**src/rtl/xgmii_encoder_if.sv**
```systemverilog
`timescale 1ns/1ps
`default_nettype none
// ============================================================================
//  Module   : xgmii_encoder_if
//  Purpose  : XGMII word input and 64b/66b block output bundle for the
//             transmit-side encoder (master = MAC/sink side, slave = encoder)
//  Revision : 1.0  initial release
// ============================================================================
interface xgmii_encoder_if #(
  parameter int XGMII_DATA_WIDTH = 32,
  parameter int XGMII_DATA_BYTES = XGMII_DATA_WIDTH / 8,
  parameter int PCS_DATA_WIDTH   = 64
) ();
  logic [XGMII_DATA_WIDTH-1:0] in_xgmii_data;
  logic [XGMII_DATA_BYTES-1:0] in_xgmii_ctl;
  logic                        in_xgmii_valid;
  logic                        out_xgmii_ready;
  logic [PCS_DATA_WIDTH-1:0]   out_encoded_data;
  logic [1:0]                  out_encoded_header;
  logic                        out_encoded_valid;
  logic                        in_encoded_ready;
  logic                        out_encode_error;

  // Environment side: drives XGMII words and the block-accept strobe
  modport master (
    output in_xgmii_data, in_xgmii_ctl, in_xgmii_valid, in_encoded_ready,
    input  out_xgmii_ready, out_encoded_data, out_encoded_header,
           out_encoded_valid, out_encode_error
  );

  // Encoder side
  modport slave (
    input  in_xgmii_data, in_xgmii_ctl, in_xgmii_valid, in_encoded_ready,
    output out_xgmii_ready, out_encoded_data, out_encoded_header,
           out_encoded_valid, out_encode_error
  );
endinterface
`default_nettype wire

```
**src/rtl/xgmii_encoder.sv**
```systemverilog
`timescale 1ns/1ps
`default_nettype none
// ============================================================================
//  Module   : xgmii_encoder
//  Purpose  : 10G PCS transmit 64b/66b encoder. Pairs two 32-bit XGMII words
//             into a 64-bit column, classifies it (data/idle/start/terminate),
//             tracks packet framing and emits a block with a 2-bit sync header.
//  Revision : 1.0  initial release
// ============================================================================
module xgmii_encoder #(
  parameter int XGMII_DATA_WIDTH = 32,
  parameter int XGMII_DATA_BYTES = XGMII_DATA_WIDTH / 8,
  parameter int PCS_DATA_WIDTH   = 64
) (
  input  wire logic       clk,
  input  wire logic       rst,
  xgmii_encoder_if.slave  bus
);

  localparam logic [0:0] c_st_low  = 1'b0;
  localparam logic [0:0] c_st_high = 1'b1;

  localparam logic [7:0] c_idle  = 8'h07;
  localparam logic [7:0] c_start = 8'hFB;
  localparam logic [7:0] c_term  = 8'hFD;

  localparam logic [1:0] c_hdr_data = 2'b01;
  localparam logic [1:0] c_hdr_ctrl = 2'b10;

  // Block type codes for T0..T7, T0 in the low byte
  localparam logic [63:0] c_term_types = {8'hFF, 8'hE1, 8'hD2, 8'hCC,
                                          8'hB4, 8'hAA, 8'h99, 8'h87};
  localparam logic [63:0] c_err_block  = {8'h1E, {8{7'h1E}}};

  logic [0:0]                  r_state;
  logic [XGMII_DATA_WIDTH-1:0] r_lo_data;
  logic [XGMII_DATA_BYTES-1:0] r_lo_ctl;
  logic                        r_in_packet;
  logic [PCS_DATA_WIDTH-1:0]   r_data;
  logic [1:0]                  r_hdr;
  logic                        r_valid;
  logic                        r_err;

  logic                          w_ready;
  logic                          w_accept;
  logic                          w_load;
  logic [PCS_DATA_WIDTH-1:0]     w_col;
  logic [2*XGMII_DATA_BYTES-1:0] w_ctl;
  logic [7:0]                    w_lane_idle;
  logic                          w_is_data;
  logic                          w_is_idle;
  logic                          w_is_s0;
  logic                          w_is_s4;
  logic                          w_is_term;
  logic [PCS_DATA_WIDTH-1:0]     w_term_payload;
  logic [PCS_DATA_WIDTH-1:0]     w_next_data;
  logic [1:0]                    w_next_hdr;
  logic                          w_next_err;
  logic                          w_next_pkt;

  // A pending block only stalls the high word, since that is what overwrites it
  assign w_ready  = (r_state == c_st_low) | ~r_valid | bus.in_encoded_ready;
  assign w_accept = bus.in_xgmii_valid & w_ready;
  assign w_load   = w_accept & (r_state == c_st_high);

  // The column is the held low half plus the word presented this cycle
  assign w_col = {bus.in_xgmii_data, r_lo_data};
  assign w_ctl = {bus.in_xgmii_ctl, r_lo_ctl};

  // Classify the column against the legal block formats
  always_comb begin
    w_lane_idle = '0;
    for (int k = 0; k < 8; k++) begin
      w_lane_idle[k] = (w_col[8*k +: 8] == c_idle);
    end
    w_is_data = (w_ctl == 8'h00);
    w_is_idle = (w_ctl == 8'hFF) && (&w_lane_idle);
    w_is_s0   = (w_ctl == 8'h01) && (w_col[7:0] == c_start);
    w_is_s4   = (w_ctl == 8'h1F) && (&w_lane_idle[3:0]) && (w_col[39:32] == c_start);
    w_is_term      = 1'b0;
    w_term_payload = '0;
    for (int n = 0; n < 8; n++) begin
      // Lanes 0..n are masked in so only lanes above the terminate must be idle
      if ((w_ctl == (8'hFF << n)) && (w_col[8*n +: 8] == c_term) &&
          ((w_lane_idle | (8'hFF >> (7 - n))) == 8'hFF)) begin
        w_is_term      = 1'b1;
        w_term_payload = (w_col << (64 - 8*n)) >> 8;
        w_term_payload[63:56] = c_term_types[8*n +: 8];
      end
    end
  end

  // Select the block to emit and the next framing state
  always_comb begin
    w_next_data = c_err_block;
    w_next_hdr  = c_hdr_ctrl;
    w_next_err  = 1'b1;
    w_next_pkt  = 1'b0;
    if (w_is_data) begin
      if (r_in_packet) begin
        w_next_data = w_col;
        w_next_hdr  = c_hdr_data;
        w_next_err  = 1'b0;
        w_next_pkt  = 1'b1;
      end
    end else if (w_is_idle) begin
      if (!r_in_packet) begin
        w_next_data = {8'h1E, 56'h0};
        w_next_err  = 1'b0;
      end
    end else if (w_is_s0 || w_is_s4) begin
      // A repeated start is flagged but the packet is still considered open
      w_next_pkt = 1'b1;
      if (!r_in_packet) begin
        w_next_data = w_is_s0 ? {8'h78, w_col[63:8]} : {8'h33, 32'h0, w_col[63:40]};
        w_next_err  = 1'b0;
      end
    end else if (w_is_term) begin
      if (r_in_packet) begin
        w_next_data = w_term_payload;
        w_next_err  = 1'b0;
      end
    end
  end

  // Collector: hold the low word, advance on every accepted word
  always_ff @(posedge clk or posedge rst) begin
    if (rst) begin
      r_state   <= c_st_low;
      r_lo_data <= '0;
      r_lo_ctl  <= '0;
    end else if (w_accept) begin
      if (r_state == c_st_low) begin
        r_lo_data <= bus.in_xgmii_data;
        r_lo_ctl  <= bus.in_xgmii_ctl;
        r_state   <= c_st_high;
      end else begin
        r_state   <= c_st_low;
      end
    end
  end

  // Output register and framing flag; block held until downstream accepts it
  always_ff @(posedge clk or posedge rst) begin
    if (rst) begin
      r_data      <= '0;
      r_hdr       <= 2'b00;
      r_valid     <= 1'b0;
      r_err       <= 1'b0;
      r_in_packet <= 1'b0;
    end else begin
      r_err <= 1'b0;
      if (w_load) begin
        r_data      <= w_next_data;
        r_hdr       <= w_next_hdr;
        r_valid     <= 1'b1;
        r_err       <= w_next_err;
        r_in_packet <= w_next_pkt;
      end else if (bus.in_encoded_ready) begin
        r_valid <= 1'b0;
      end
    end
  end

  assign bus.out_xgmii_ready    = w_ready;
  assign bus.out_encoded_data   = r_data;
  assign bus.out_encoded_header = r_hdr;
  assign bus.out_encoded_valid  = r_valid;
  assign bus.out_encode_error   = r_err;

endmodule
`default_nettype wire

```
**src/flat_wrapper.sv**
```systemverilog
// flat-port wrapper written by rule: the top's interface ports become plain ports
module xgmii_encoder_flat 
#(
  parameter int XGMII_DATA_WIDTH = 32,
  parameter int XGMII_DATA_BYTES = XGMII_DATA_WIDTH / 8,
  parameter int PCS_DATA_WIDTH   = 64
)
  (clk, rst, bus_in_xgmii_data, bus_in_xgmii_ctl, bus_in_xgmii_valid, bus_in_encoded_ready, bus_out_xgmii_ready, bus_out_encoded_data, bus_out_encoded_header, bus_out_encoded_valid, bus_out_encode_error);
  xgmii_encoder_if #(.XGMII_DATA_WIDTH(XGMII_DATA_WIDTH), .XGMII_DATA_BYTES(XGMII_DATA_BYTES), .PCS_DATA_WIDTH(PCS_DATA_WIDTH)) bus_i ();
  input  wire logic clk;
  input  wire logic rst;
  input wire logic [$bits(bus_i.in_xgmii_data)-1:0] bus_in_xgmii_data;
  input wire logic [$bits(bus_i.in_xgmii_ctl)-1:0] bus_in_xgmii_ctl;
  input wire logic [$bits(bus_i.in_xgmii_valid)-1:0] bus_in_xgmii_valid;
  input wire logic [$bits(bus_i.in_encoded_ready)-1:0] bus_in_encoded_ready;
  output wire logic [$bits(bus_i.out_xgmii_ready)-1:0] bus_out_xgmii_ready;
  output wire logic [$bits(bus_i.out_encoded_data)-1:0] bus_out_encoded_data;
  output wire logic [$bits(bus_i.out_encoded_header)-1:0] bus_out_encoded_header;
  output wire logic [$bits(bus_i.out_encoded_valid)-1:0] bus_out_encoded_valid;
  output wire logic [$bits(bus_i.out_encode_error)-1:0] bus_out_encode_error;
  assign bus_i.in_xgmii_data = bus_in_xgmii_data;
  assign bus_i.in_xgmii_ctl = bus_in_xgmii_ctl;
  assign bus_i.in_xgmii_valid = bus_in_xgmii_valid;
  assign bus_i.in_encoded_ready = bus_in_encoded_ready;
  assign bus_out_xgmii_ready = bus_i.out_xgmii_ready;
  assign bus_out_encoded_data = bus_i.out_encoded_data;
  assign bus_out_encoded_header = bus_i.out_encoded_header;
  assign bus_out_encoded_valid = bus_i.out_encoded_valid;
  assign bus_out_encode_error = bus_i.out_encode_error;
  xgmii_encoder #(.XGMII_DATA_WIDTH(XGMII_DATA_WIDTH), .XGMII_DATA_BYTES(XGMII_DATA_BYTES), .PCS_DATA_WIDTH(PCS_DATA_WIDTH)) u_core (.clk(clk), .rst(rst), .bus(bus_i));
endmodule
```
**config.mk**
```make
export PLATFORM = sky130hd
export DESIGN_NAME = xgmii_encoder_flat
export DESIGN_NICKNAME = d
export VERILOG_FILES = /design/src/rtl/xgmii_encoder_if.sv /design/src/rtl/xgmii_encoder.sv /design/src/flat_wrapper.sv
export SDC_FILE = /design/constraint.sdc
export NUM_CORES = 1
export LEC_CHECK = 0
export ABC_AREA = 1
export BUFFER_PORTS_ARGS = -buffer_cell sky130_fd_sc_hd__buf_2
export CAP_MARGIN = 30
export CORE_ASPECT_RATIO = 2
export CORE_MARGIN = 5
export CORE_UTILIZATION = 35
export CTS_CLUSTER_DIAMETER = 80
export DETAILED_ROUTE_END_ITERATION = 8
export PLACE_DENSITY = 0.58
export SLEW_MARGIN = 40
export SYNTH_ARGS = -nofsm -noshare
export SYNTH_HDL_FRONTEND = slang
export SYNTH_SLANG_ARGS = --single-unit
```
**constraint.sdc**
```tcl
create_clock -name clk -period 4.47 [get_ports clk]
set_input_delay 0.6705 -clock clk [delete_from_list [all_inputs] [get_ports clk]]
set_output_delay 0.6705 -clock clk [all_outputs]
set_load 0.005 [all_outputs]
```
==> metrics.txt <==
status=finished clean; Worst Path Arrival=4.05 ns; GPL Wtd Cong=1.052; Worst EP required=4.75 ns; Final Hold Vio Count=0; CP Class=reg -> reg; Post-synth top flop=dfrtp_1; htree depth=3; Gate Count Post-Synth=1323; Setup violations, final=0; Die ar.=approximately 0.028 sq mm; max_slew headroom=0.3628; first-pass GRT wire length=between 70000 and 80000 microns; DRC=0; R2R Setup Slk=0.70 ns; cell row count=81; part of the Yosys area used for sequential elements=0.3098; LEAKAGE=4.738 nW; Avg Cell Area, Syn=approximately 6.5 sq um; Hold Crit Class=in -> async; DR pass1 iterations=7; Post-synth ARST share=1.000; critical path launch point type=register; share of layout cells above drive strength 1=0.1692; Initial DRC Count=1209; setup_tns=0 ns; Hold Buf Count CTS=0; # nets final=between 1000 and 1500; Final ANT Viol Nets=0; Syn Nets=1363; Final HPWL DP=39470 microns; CTS tree=yes; largest net degree at the start of global routing=64; max cap viols=0; total global routing overflow=0; fillers=2705; Core ar.=0.02432 sq mm; port bufs=108; Clk pin slew, worst setup/hold paths=approximately 0.090 ns; Root Buffer=clkbuf_16; die width=120.6 microns; number of synthesized flops with an enable pin=0; FMAX=265.4 MHz; RSZ-0062 raised after global routing=no; Slew @ Worst Pin=around 0.95 ns; number of global-route vias before repair=10200; PD cells=435.8 mW/mm^2; Num CTS Buffers=9; area delta synth->final=13.61%; Finished Cell Area=0.009727 sq mm; initial core utilization=0.3520; Worst Setup End Kind=register; Top Ports=109; later-pin clock latency in the skew report=0.41 ns; Via density=6.202; Worst Skew=0.01980 ns; Max Transition Viols Final=0; chip height=around 230 microns; setup bufs post-CTS=0; placed cell area=0.009445 sq mm; Final Cycle Share=0.8428; vias post-DR=between 10000 and 15000; mapped cell area=~0.0086 sq mm; Yosys reg bits=106; drt total wl=52290 microns; # resized after CTS=0; post-synthesis cell type count=50; Worst setup startpoint=u_core.r_lo_data[27]; GRT Total Usage=0.3751; WL/cell=around 30 microns; Period minus WS final=3.767 ns; clock sink total=106; clk buf depth=2; crit-path max FO=24; initial antenna violation count=0; VDD IR max=265.6 uV; most frequent cells in the layout=nand2_1 (385), inv_1 (119), o21ai_0 (111); FF-to-FF Start=u_core.r_lo_data[27]; Synth Warn #=0; commonest non-fill, non-tap cell in the layout=nand2_1
==> stage by stage <==
step / setup WS (ns) / instances / utilization / power (mW) / hold slack, ns
4_1_cts: 0.8769 / 1697 / 0.3997 / 4.203 / 0.4308
2_1_floorplan: 1.011 / 1323 / - / 2.408 / 0.4724
3_3_place_gp: 0.6136 / 1681 / 0.3882 / 3.386 / 0.4585
3_5_place_dp: 0.5623 / 1681 / 0.3883 / 3.377 / 0.4603
6_report: 0.7026 / 1698 / 0.3999 / 4.239 / 0.3099
5_1_grt: 0.7088 / 1697 / 0.3998 / 4.426 / 0.3543
==> path summary, 6_finish.rpt <==
path | to | cells after the start
worst max-delay path | u_core.bus.out_encoded_data[32] | 16
worst min-delay path | u_core.bus.out_encoded_data[52] | 2
worst max register to register | u_core.bus.out_encoded_data[32] | 16
worst min register to register | u_core.bus.out_encoded_data[38] | 2
max in group asynchronous | u_core.bus.out_encoded_data[32] | 3
min in group clk | u_core.bus.out_encoded_valid | 2
==> worst max-delay path, cell delays in order, from the launching register on <==
cell and delay [ns]:
dfrtp_1 0.56, nand2_1 0.09, nor3_1 0.74, nand2_1 0.25, nor2_1 0.30, nand2_4 0.23
nand2_4 0.17, inv_2 0.07, a21oi_4 0.47, buf_4 0.31, nand3_2 0.07, nand2_1 0.06
nand2_1 0.05, nand2_1 0.07, nand2_1 0.05, nand3_1 0.09, nand2_1 0.07
==> flip-flops by register name, indices dropped and copies added, names as in the netlist <==
signal,cells
u_core.bus.out_encoded_data,64
u_core.bus.out_encode_error,1
u_core.r_lo_data,32
u_core.r_state,1
u_core.bus.out_encoded_valid,1
u_core.r_lo_ctl,4
u_core.bus.out_encoded_header,2
u_core.r_in_packet,1
==> cell usage after synthesis, drive strengths merged, types with 3 or more instances <==
cell,count,share of area
clkinv,3,0.0013
a21oi,81,0.049
o211ai,20,0.018
nand2,395,0.18
or2,6,0.0044
dfrtp,106,0.31
o31ai,6,0.0058
nand4,26,0.019
a211oi,4,0.0035
nor2,114,0.060
inv,134,0.059
a31oi,5,0.0037
nand3,87,0.055
nor3,22,0.014
o22ai,30,0.022
o21ai,127,0.076
nor4,4,0.0029
clkbuf,50,0.022
a22oi,10,0.0088
buf,37,0.024
a221oi,14,0.014
o2111ai,9,0.0092
a2bb2oi,20,0.026
o221ai,9,0.011
==> report_power, final <==
part | leakage [nW] | internal [mW] | switching [mW]
combinational | 3.35 | 0.588 | 1.05
sequential | 1.26 | 1.32 | 0.451
clock | 0.134 | 0.385 | 0.442
==> metal layers <==
metal  global-route usage  vias to the layer above  wire [microns]
li1                     -                     4611               -
met1               0.4064                     5063           18090
met2               0.6272                      651           25300
met3              0.05397                      206            3230
met4               0.3309                        0            5670
met5                    0                        -               0
==> layout make-up <==
class,instances,area (sq um),area share
Tap cell,290,362.8,0.03730
Timing Repair Buffer,155,905.9,0.09313
Clock inverter,6,47.55,0.004888
Clock buffer,10,229.0,0.02354
Antenna cell,1,2.502,0.0002573
Inverter,137,521.8,0.05364
Multi-Input combinational cell,993,5005,0.5145
Sequential cell,106,2653,0.2727
==> cell families after synthesis <==
logic type / share of synthesized area
AO/OA/AOI/OAI: 0.2497
buffers and inverters: 0.1062
AND/OR/NAND/NOR: 0.3342
flip-flops: 0.3098
Power figures use the tool's default switching activity.
